### src/rtl/clk_div_monitor.sv
// clk_div_monitor: measures the rise-to-rise period of a divided clock (sampled as data in the
// clk domain), declares lock after LOCK_COUNT consecutive periods equal to EXPECT_DIV, and flags
// mismatches and stalls on a sticky err.
// Optional duty-cycle check: define CLK_DIV_MON_DUTY_EN to enable high_time measurement and
// the high-phase check while locked. With it undefined, high_time is tied to 0.
module clk_div_monitor #(
    parameter int unsigned CNT_W      = 8,
    parameter int unsigned EXPECT_DIV = 5,
    parameter int unsigned LOCK_COUNT = 4
) (
    input  logic             clk,
    input  logic             rst,
    input  logic             div_in,
    input  logic             err_clr,
    output logic [CNT_W-1:0] period,
    output logic             period_valid,
    output logic             locked,
    output logic             mismatch,
    output logic             err,
    output logic [CNT_W-1:0] high_time
);

    localparam int unsigned MW = (LOCK_COUNT < 2) ? 1 : $clog2(LOCK_COUNT + 1);
    localparam logic [CNT_W-1:0] CNT_MAX = '1;
    localparam logic [CNT_W-1:0] EXP_V   = CNT_W'(EXPECT_DIV);
    localparam logic [MW-1:0]    LAST_M  = MW'(LOCK_COUNT - 1);

    typedef enum logic [1:0] {StIdle, StMeasure, StLocked} state_t;

    state_t            state_q, state_d;
    logic              s1_q, s2_q, s3_q;
    logic              rise;
    logic [CNT_W-1:0]  cnt_q;
    logic [MW-1:0]     match_q, match_d;
    logic [CNT_W-1:0]  period_q, period_d;
    logic              valid_q, valid_d;
    logic              mism_q, mism_d;
    logic              err_q, err_d, err_set;
    logic              duty_bad;

    assign rise = s2_q & ~s3_q;

    // Two-flop synchronizer plus edge-detect register.
    always_ff @(posedge clk or negedge rst) begin
        if (!rst) begin
            s1_q <= 1'b0;
            s2_q <= 1'b0;
            s3_q <= 1'b0;
        end else begin
            s1_q <= div_in;
            s2_q <= s1_q;
            s3_q <= s2_q;
        end
    end

    // Period counter: restarts at 1 on a rise so its value on the next rise is the period.
    always_ff @(posedge clk or negedge rst) begin
        if (!rst) begin
            cnt_q <= '0;
        end else if (rise) begin
            cnt_q <= CNT_W'(1);
        end else if (cnt_q != CNT_MAX) begin
            cnt_q <= cnt_q + CNT_W'(1);
        end
    end

`ifdef CLK_DIV_MON_DUTY_EN
    localparam logic [CNT_W-1:0] HALF_LO = CNT_W'(EXPECT_DIV / 2);
    localparam logic [CNT_W-1:0] HALF_HI = CNT_W'((EXPECT_DIV + 1) / 2);

    logic             fall;
    logic [CNT_W-1:0] hcnt_q;
    logic [CNT_W-1:0] high_q;

    assign fall = ~s2_q & s3_q;
    // A fall completes the high phase; hcnt_q holds its length at that point.
    assign duty_bad = fall && (hcnt_q != HALF_LO) && (hcnt_q != HALF_HI);

    // High-phase counter and latched high time.
    always_ff @(posedge clk or negedge rst) begin
        if (!rst) begin
            hcnt_q <= '0;
            high_q <= '0;
        end else begin
            if (rise) begin
                hcnt_q <= CNT_W'(1);
            end else if (s2_q && (hcnt_q != CNT_MAX)) begin
                hcnt_q <= hcnt_q + CNT_W'(1);
            end
            if (fall) begin
                high_q <= hcnt_q;
            end
        end
    end

    assign high_time = high_q;
`else
    assign duty_bad  = 1'b0;
    assign high_time = '0;
`endif

    // State and registered outputs.
    always_ff @(posedge clk or negedge rst) begin
        if (!rst) begin
            state_q  <= StIdle;
            match_q  <= '0;
            period_q <= '0;
            valid_q  <= 1'b0;
            mism_q   <= 1'b0;
            err_q    <= 1'b0;
        end else begin
            state_q  <= state_d;
            match_q  <= match_d;
            period_q <= period_d;
            valid_q  <= valid_d;
            mism_q   <= mism_d;
            err_q    <= err_d;
        end
    end

    // Next-state: arm on first rise, count matches while acquiring, drop lock on any error.
    always_comb begin
        state_d  = state_q;
        match_d  = match_q;
        period_d = period_q;
        valid_d  = 1'b0;
        mism_d   = 1'b0;
        err_set  = 1'b0;
        case (state_q)
            StIdle: begin
                if (rise) begin
                    state_d = StMeasure;
                end
            end
            StMeasure: begin
                if (rise) begin
                    period_d = cnt_q;
                    valid_d  = 1'b1;
                    if (cnt_q == EXP_V) begin
                        if (match_q == LAST_M) begin
                            state_d = StLocked;
                            match_d = '0;
                        end else begin
                            match_d = match_q + MW'(1);
                        end
                    end else begin
                        match_d = '0;
                        mism_d  = 1'b1;
                    end
                end else if (cnt_q == CNT_MAX) begin
                    state_d = StIdle;
                    match_d = '0;
                    err_set = 1'b1;
                end
            end
            StLocked: begin
                if (rise) begin
                    period_d = cnt_q;
                    valid_d  = 1'b1;
                    if (cnt_q != EXP_V) begin
                        state_d = StMeasure;
                        match_d = '0;
                        mism_d  = 1'b1;
                        err_set = 1'b1;
                    end
                end else if (duty_bad) begin
                    state_d = StMeasure;
                    match_d = '0;
                    mism_d  = 1'b1;
                    err_set = 1'b1;
                end else if (cnt_q == CNT_MAX) begin
                    state_d = StIdle;
                    match_d = '0;
                    err_set = 1'b1;
                end
            end
            default: begin
                state_d = StIdle;
                match_d = '0;
            end
        endcase
        // Set beats clear when both happen in the same cycle.
        err_d = err_set | (err_q & ~err_clr);
    end

    assign period       = period_q;
    assign period_valid = valid_q;
    assign mismatch     = mism_q;
    assign err          = err_q;
    assign locked       = (state_q == StLocked);

endmodule

### config.mk
export PLATFORM = sky130hd
export DESIGN_NAME = clk_div_monitor
export DESIGN_NICKNAME = d
export VERILOG_FILES = /design/src/rtl/clk_div_monitor.sv
export SDC_FILE = /design/constraint.sdc
export NUM_CORES = 1
export LEC_CHECK = 0
export CAP_MARGIN = 20
export CORE_MARGIN = 1
export CORE_UTILIZATION = 52
export CTS_CLUSTER_SIZE = 40
export DETAILED_ROUTE_END_ITERATION = 8
export PLACE_DENSITY = 0.78
export SLEW_MARGIN = 20
export SYNTH_ARGS = -nofsm -noshare
export SYNTH_HDL_FRONTEND = slang
export SYNTH_SLANG_ARGS = --single-unit
### constraint.sdc
create_clock -name clk -period 2.1 [get_ports clk]
set_clock_uncertainty 0.15 [all_clocks]
set_input_delay 0.21 -clock clk [delete_from_list [all_inputs] [get_ports clk]]
set_output_delay 0.21 -clock clk [all_outputs]
set_load 0.05 [all_outputs]
* After elaboration in Yosys (flattened, before gate mapping)
Cells that the tools add are included.
Cells by class: add/subtract/negate cells 2, multiply operators 0, divide/modulo/power cells 0, $lt $le $gt $ge 0, eq/ne operators 11, shifts and indexed selects 0, mux-type cells 28, bitwise logic cells 6, reduce and logical (&&, ||, !) cells 6
Operators by type and width (number):
- 3-bit 2-to-1 mux | 6
- 8-bit 2-to-1 mux | 2
- 2-bit 2-to-1 mux | 7
- 1-bit 2-to-1 mux | 9
- 3-bit case mux with 3 select lines | 1
- 8-bit by 1-bit adder with 8-bit output (second input constant) | 1
- 8-bit by 3-bit equality test with 1-bit output (second input constant) | 1
- 8-bit equality test (second input constant) | 1
- 8-bit by 3-bit inequality test with 1-bit output (second input constant) | 1
- 8-bit inequality test (second input constant) | 1
- 3-bit inequality test (second input constant) | 2
- 2-bit case mux with 3 select lines | 1
- 1-bit case mux with 2 select lines | 2
- 2-bit AND reduction | 2
- 4-bit AND reduction | 1
- 3-bit by 1-bit adder with 3-bit output (second input constant) | 1
- 3-bit by 2-bit equality test with 1-bit output (second input constant) | 1
- 3-bit by 2-bit inequality test with 1-bit output (second input constant) | 1
- 1-bit inverter | 3
- 1-bit bitwise AND | 2
- 2-bit by 1-bit equality test with 1-bit output (second input constant) | 1
- 2-bit equality test (second input constant) | 1
- 2-bit zero test | 1
- 2-bit inequality test (second input constant) | 1
- 3 further kinds | 3
Word-level totals: register bits after elaboration 27, bits in latches 0, memory bits (writable) 0, bits in read-only memories 0, input port bits 4, output and inout bits 20, logic and storage cells 63, memories kept 0

* Longest topological paths before layout
Gate-level depths: netlist of run 1.
word-level depth 5, depth in mapped cells 7, mapped depth without buffers 6

* Worst setup path before layout of run 1
OpenSTA, ideal clock, no wires.
kind reg-to-reg, from register state_q[0], to register match_q[2], library setup time 0.078 ns, data arrival time 1.957 ns, required time 1.872 ns, path slack -0.084 ns, stages on the path, launching flop included 7, path buffers 1, clock period less this slack 2.184 ns, cell sequence dfrtp_1 > inv_1 > ha_1 > clkbuf_1 > a21oi_1 > or4b_1 > a21boi_1
On the way: longest elaborated chain between the ends 3, elaborated cells between the ends (all ways) 7, classes of those cells eq/ne (3); mux (1); bitwise (1); reduce/logical (2)
RTL lines:
- start, declared | line 30 | state_t state_q, state_d;
- start signal, assigned | line 105 | state_q <= StIdle;
- start signal, assigned | line 112 | state_q <= state_d;
- 2-bit equality test (*)
- named net locked | line 17 | output logic locked,
- 3-bit by 2-bit inequality test with 1-bit output (no line)
- 2-bit AND reduction (no line)
- end signal, assigned | line 113 | match_q <= match_d;
- end, declared | line 34 | logic [MW-1:0] match_q, match_d;
Mark *: on every way through the listed nets, which the timed path passes. The rest lies on a longest branch. A chain may end at the register's enable or synchronous reset.

* Worst setup path after layout of run 1
from register cnt_q[1], to register match_q[2]
On the way: longest elaborated chain between the ends 4, elaborated cells between the ends (all ways) 10, classes of those cells eq/ne (4); mux (5); reduce/logical (1)
RTL lines:
- start, declared | line 33 | logic [CNT_W-1:0] cnt_q;
- start signal, assigned | line 63 | cnt_q <= cnt_q + CNT_W'(1);
- 8-bit equality test or 8-bit by 3-bit equality test with 1-bit output (tied branches) | line 150, 171, 139
- 3-bit 2-to-1 mux, on equally long branches (2 in series)
- 3-bit case mux with 3 select lines | line 129 | case (state_q)
Parallel ways exist; a longest one is shown, timed or not.

==> flow_metrics.tcl, run 1 <==
set metrics [dict create \
    final_cells 177 \
    die_h_um 54.12 \
    grt_pass1_vias 982 \
    cellPowerDensity_nw_per_um2 1113 \
    final_common_cell "dfrtp_1" \
    num_io_pins 24 \
    grt_max_degree 28 \
    layout-drive-gt1-share_pct 12.93 \
    cp.arrival_ns 2.07 \
    timing.fmax_ghz 0.5079 \
    vias 1033 \
    cpPeakStageDelay_ns 0.48 \
    io_buffers 15 \
    rsz0062_at_grt "false" \
    grt_use_total_pct 21.10 \
    htreeDepth 1 \
    holdWs_ns 0.07351 \
    ys_ff_latch 27 \
    syn_area_um2 1413 \
    post_dp_cell_area_um2 1553 \
    synth_top_cell_by_area "dfrtp_1" \
    antenna_found_initial 0 \
    hp-class "primary input to asynchronous set/reset pin" \
    cts_hold_buffers 0 \
    yosys-top-cells-area "dfrtp_1 48%, ha_1 6.2%, mux2_2 5.6%, buf_4 4.3%, a31oi_1 3.1%" \
    slew_viol_final 0 \
    final_hold_viol_count 0 \
    synthDistinctLibCells 40 \
    yosys_warnings 0 \
    drc_errors 0 \
    cp-start-kind "flip-flop" \
    slowest_stage "or4b_1" \
    cts_tree "yes" \
    start_util_pct 56.00 \
    setup_violations 0 \
    root_buffer "clkbuf_4" \
    netSwitchingFraction_pct 43.45 \
    grt_first_pass_wirelength_mm 4.395 \
    worstPathMaxFanout 5 \
    drv_cap 0 \
    p_sw_uw 763.8 \
    cts_setup_buffers 0 \
    pwr-share-comb_pct 46.3 \
    path_cells "inv_1 > ha_1 > nor4b_4 > a31oi_1 > or4b_1 > a21boi_1" \
    postSynthCellCount 133 \
    wire_per_inst_um 14.22 \
    routed_wl_mm 2.517 \
    netlist.area_leader.share_pct 47.83 \
    cts_resized 0 \
    ir_drop_uv 799.0 \
    mostFrequentLayoutCells "27 x dfrtp_1, 14 x clkdlybuf4s50_1, 8 x nor2_1, 8 x conb_1" \
    rows 18 \
    min_period_ns 1.969 \
    required_ns 2.20 \
    slew_headroom_pct 66.55 \
    outcome "complete, no violations" \
    clk_latency_ns 0.32 \
    p_clk_share_pct 12.6 \
    cts_made_buffers 3 \
    areaGrowthSynthToFinish_pct 11.78 \
    worst_pin_slew_ns 0.5001 \
    overflow 0 \
    ant_nets 0 \
    synth_edf_count 0 \
    finalNetCount 159 \
    drt_first_pass_iters 4 \
    cts.sinks 27 \
    internal-power_uw 994.2 \
    ys.flop_type "dfrtp_1" \
    gp_congestion 0.8822 \
    die_area_um2 2929 \
    path_class "flip-flop to flip-flop" \
    finish.instance_area_um2 1579 \
    fin_crit_sh_pct 93.75 \
    cts_buffer_depth 2 \
    via_per_inst 5.836 \
    tns_ns 0 \
    initialDrtViolationCount 38 \
    diodes 0 \
    syn_avg_cell_area_um2 10.62 \
    end_kind "flip-flop" \
    die_x_um 54.12 \
    dp.cells 173 \
    clkTransAtPathRegs_ns 0.14 \
    place_hpwl_mm 1.837 \
    async_reset_ff_share_pct 100.0 \
    p_leak_nw 0.7179 \
    yosysSeqAreaShare_pct 47.83 \
    seqPwrFrac_pct 41.1 \
    core-area_um2 2522 \
]
critical path, delay by kind of cell, from the launching register on:
family,cells,cell delay (ns)
flops,1,0.44
buf+inv,1,0.09
simple gates,2,0.79
fa+ha+maj,1,0.15
compound gates,2,0.28
final timing paths:
path	slack (ns)	depth (start not counted)	end	start
min reg2reg	0.22	0	s2_q	s1_q
max	0.13	6	match_q[2]	cnt_q[1]
max reg2reg	0.13	6	match_q[2]	cnt_q[1]
max in group asynchronous	1.46	2	err	rst
min in group clk	0.16	1	s1_q	div_in
min	0.07	2	state_q[0]	rst
synthesized netlist by cell type, drive strengths merged, types with 4 or more instances:
| library cell | count |
|---|---|
| a31oi | 7 |
| buf | 10 |
| clkbuf | 5 |
| dfrtp | 27 |
| ha | 7 |
| inv | 7 |
| mux2 | 7 |
| nand2 | 7 |
| nor2 | 8 |
| nor3 | 4 |
| o21ai | 5 |
metal layers:
metal	global-route usage, %	vias up	routed length, um
met5	0	-	0
met4	6.410	0	27
met3	4.520	6	133
met2	33.33	44	1162
met1	28.72	491	1194
li1	-	492	-
final cells by class:
| type | instances | area, um2 |
|---|---|---|
| fillers | 208 | 943.4 |
| flip-flops and latches | 27 | 675.6 |
| clock buffers | 4 | 26.28 |
| well taps | 30 | 37.54 |
| inverters | 7 | 26.28 |
| repair buffers | 18 | 170.2 |
| multi-input cells | 91 | 643.1 |
kinds of logic after synthesis:
group           share of synthesized area [%]
xor+xnor                                1.240
fa+ha+maj                               6.200
flops                                   47.83
other cells                            0.2655
buf+inv                                 8.680
mux                                     5.580
compound gates                          14.97
simple gates                            15.24
power groups by stage:
stage / Sequential (mW) / Combinational [mW] / Clock (mW)
floorplan: 0.887 / 0.439 / 0
global route: 0.742 / 0.882 / 0.249
CTS: 0.722 / 0.811 / 0.230
detailed placement: 0.731 / 0.808 / 0
finish: 0.723 / 0.813 / 0.222
global placement: 0.726 / 0.801 / 0
flip-flops by register name, indices dropped and copies added, names as in the netlist:
signal / flops
s1_q: 1
cnt_q: 8
match_q: 3
s2_q: 1
mismatch: 1
s3_q: 1
period_valid: 1
state_q: 2
period: 8
err: 1
metrics by stage:
stage	setup slack (ns)	power [mW]	utilization, %
floorplan	0.05330	1.326	-
global placement	0.1921	1.526	61.56
detailed placement	0.1892	1.539	61.56
CTS	0.1397	1.762	62.60
global route	0.007501	1.873	62.60
finish	0.1312	1.758	62.60
Power figures use the tool's default switching activity.
==> run 2, diff against run 1 <==
CORE_MARGIN = 3   (was 1)
==> run 2 against run 1 <==
Final area unchanged. Setup slack better by 0.085 ns. Hold slack better by 0.014 ns. Sequential share of layout area unchanged. Die area up 15%. Clock power about the same. Final cell count unchanged. Power about the same.
==> flow_metrics.tcl, run 2 (same netlist as run 1, synthesis figures left out) <==
set metrics [dict create \
    cpPeakStageDelay_ns 0.43 \
    slew_viol_final 0 \
    antenna_found_initial 0 \
    ant_nets 0 \
    grt_first_pass_wirelength_mm 4.519 \
    grt_use_total_pct 16.98 \
    via_per_inst 5.876 \
    cts_resized 0 \
    io_buffers 15 \
    diodes 0 \
    grt_pass1_vias 1021 \
    rsz0062_at_grt "false" \
    cts_made_buffers 3 \
    slowest_stage "dfrtp_1" \
    end_kind "flip-flop" \
    seqCellArea_um2 675.6 \
    dp.cells 173 \
    hp-class "primary input to asynchronous set/reset pin" \
    setup_violations 0 \
    overflow 0 \
    finalNetCount 159 \
    die_area_um2 3378 \
    rows 18 \
    multi_input_area_um2 643.1 \
    final_hold_viol_count 0 \
    gp_congestion 0.8690 \
    worstPathMaxFanout 5 \
    mostFrequentLayoutCells "27 x dfrtp_1, 14 x clkdlybuf4s50_1, 8 x nor2_1, 8 x conb_1" \
    cts_hold_buffers 0 \
    die_h_um 58.12 \
    htreeDepth 1 \
    worst_pin_slew_ns 0.4987 \
    drv_cap 0 \
    ir_drop_uv 745.2 \
    tns_ns 0 \
    drt_first_pass_iters 4 \
    place_hpwl_mm 1.953 \
    min_period_ns 1.883 \
    start_util_pct 56.00 \
    slew_headroom_pct 66.65 \
    fillers 214 \
    clkTransAtPathRegs_ns 0.15 \
    cts_buffer_depth 2 \
    cts_tree "yes" \
    regToRegSetupSlack_ns 0.22 \
    holdWs_ns 0.08701 \
    cp.arrival_ns 1.95 \
    p_leak_nw 0.7179 \
    final_common_cell "dfrtp_1" \
    cts.sinks 27 \
    grt_max_degree 28 \
    timing.fmax_ghz 0.5309 \
    cts_setup_buffers 0 \
    root_buffer "clkbuf_4" \
    core-area_um2 2522 \
    die_x_um 58.12 \
    fin_crit_sh_pct 89.69 \
    vias 1040 \
    wire_per_inst_um 14.77 \
    num_io_pins 24 \
    cellPowerDensity_nw_per_um2 1113 \
    drc_errors 0 \
    path_cells "inv_1 > ha_1 > nor4b_4 > a31oi_1 > a21o_1 > a221o_1" \
    layout-drive-gt1-share_pct 12.93 \
    required_ns 2.17 \
    cp-start-kind "flip-flop" \
    path_class "flip-flop to flip-flop" \
    routed_wl_mm 2.615 \
    outcome "complete, no violations" \
    final_cells 177 \
    areaGrowthSynthToFinish_pct 11.78 \
    initialDrtViolationCount 34 \
    clk_latency_ns 0.32 \
]
==> run 2: area by class of cell <==
| type | count | area share, % |
|---|---|---|
| flip-flops and latches | 27 | 42.79 |
| clock buffers | 4 | 1.664 |
| well taps | 30 | 2.377 |
| repair buffers | 18 | 10.78 |
| inverters | 7 | 1.664 |
| multi-input cells | 91 | 40.73 |
==> run 2: critical path, delay by kind of cell, from the launching register on <==
family / cells / cell delay [ns]
flip-flops: 1 / 0.43
buffers and inverters: 1 / 0.08
AND/OR/NAND/NOR: 1 / 0.27
adder cells (fa/ha/maj): 1 / 0.15
AO/OA/AOI/OAI: 3 / 0.71
==> run 2: per-layer routing <==
layer  routed length [um]  vias to the layer above  part of all wire, %  global-route usage, %
met2                 1305                       36                   50                  28.39
met5                    0                        -                    0                      0
met1                 1141                      515                   44                  22.92
met4                   14                        0                 0.54                  4.636
li1                     -                      487                    -                      -
met3                  154                        2                  5.9                  2.673
==> run 2: final timing paths <==
path	start	end	cells past startpoint
worst max-delay path	cnt_q[1]	state_q[0]	6
worst min register to register	s1_q	s2_q	0
min in group clk	div_in	s1_q	1
max in group asynchronous	rst	cnt_q[1]	2
worst min-delay path	rst	state_q[1]	2
worst max register to register	cnt_q[1]	state_q[0]	6
==> run 2: where the power goes <==
| group | switching (mW) | internal, mW | leakage, nW |
|---|---|---|---|
| logic | 0.516 | 0.299 | 0.348 |
| registers | 0.0984 | 0.621 | 0.355 |
| clock network | 0.148 | 0.0743 | 0.0150 |
| total | 0.763 | 0.995 | 0.718 |
==> run 2: stage by stage <==
step | instance area (um2) | utilization [%] | power [mW] | worst slack (ns)
2_1_floorplan | 1441 | - | 1.326 | 0.05330
3_3_place_gp | 1553 | 61.56 | 1.521 | 0.2792
3_5_place_dp | 1553 | 61.56 | 1.546 | 0.2167
4_1_cts | 1579 | 62.60 | 1.765 | 0.2042
5_1_grt | 1579 | 62.60 | 1.867 | 0.04416
6_report | 1579 | 62.60 | 1.758 | 0.2165
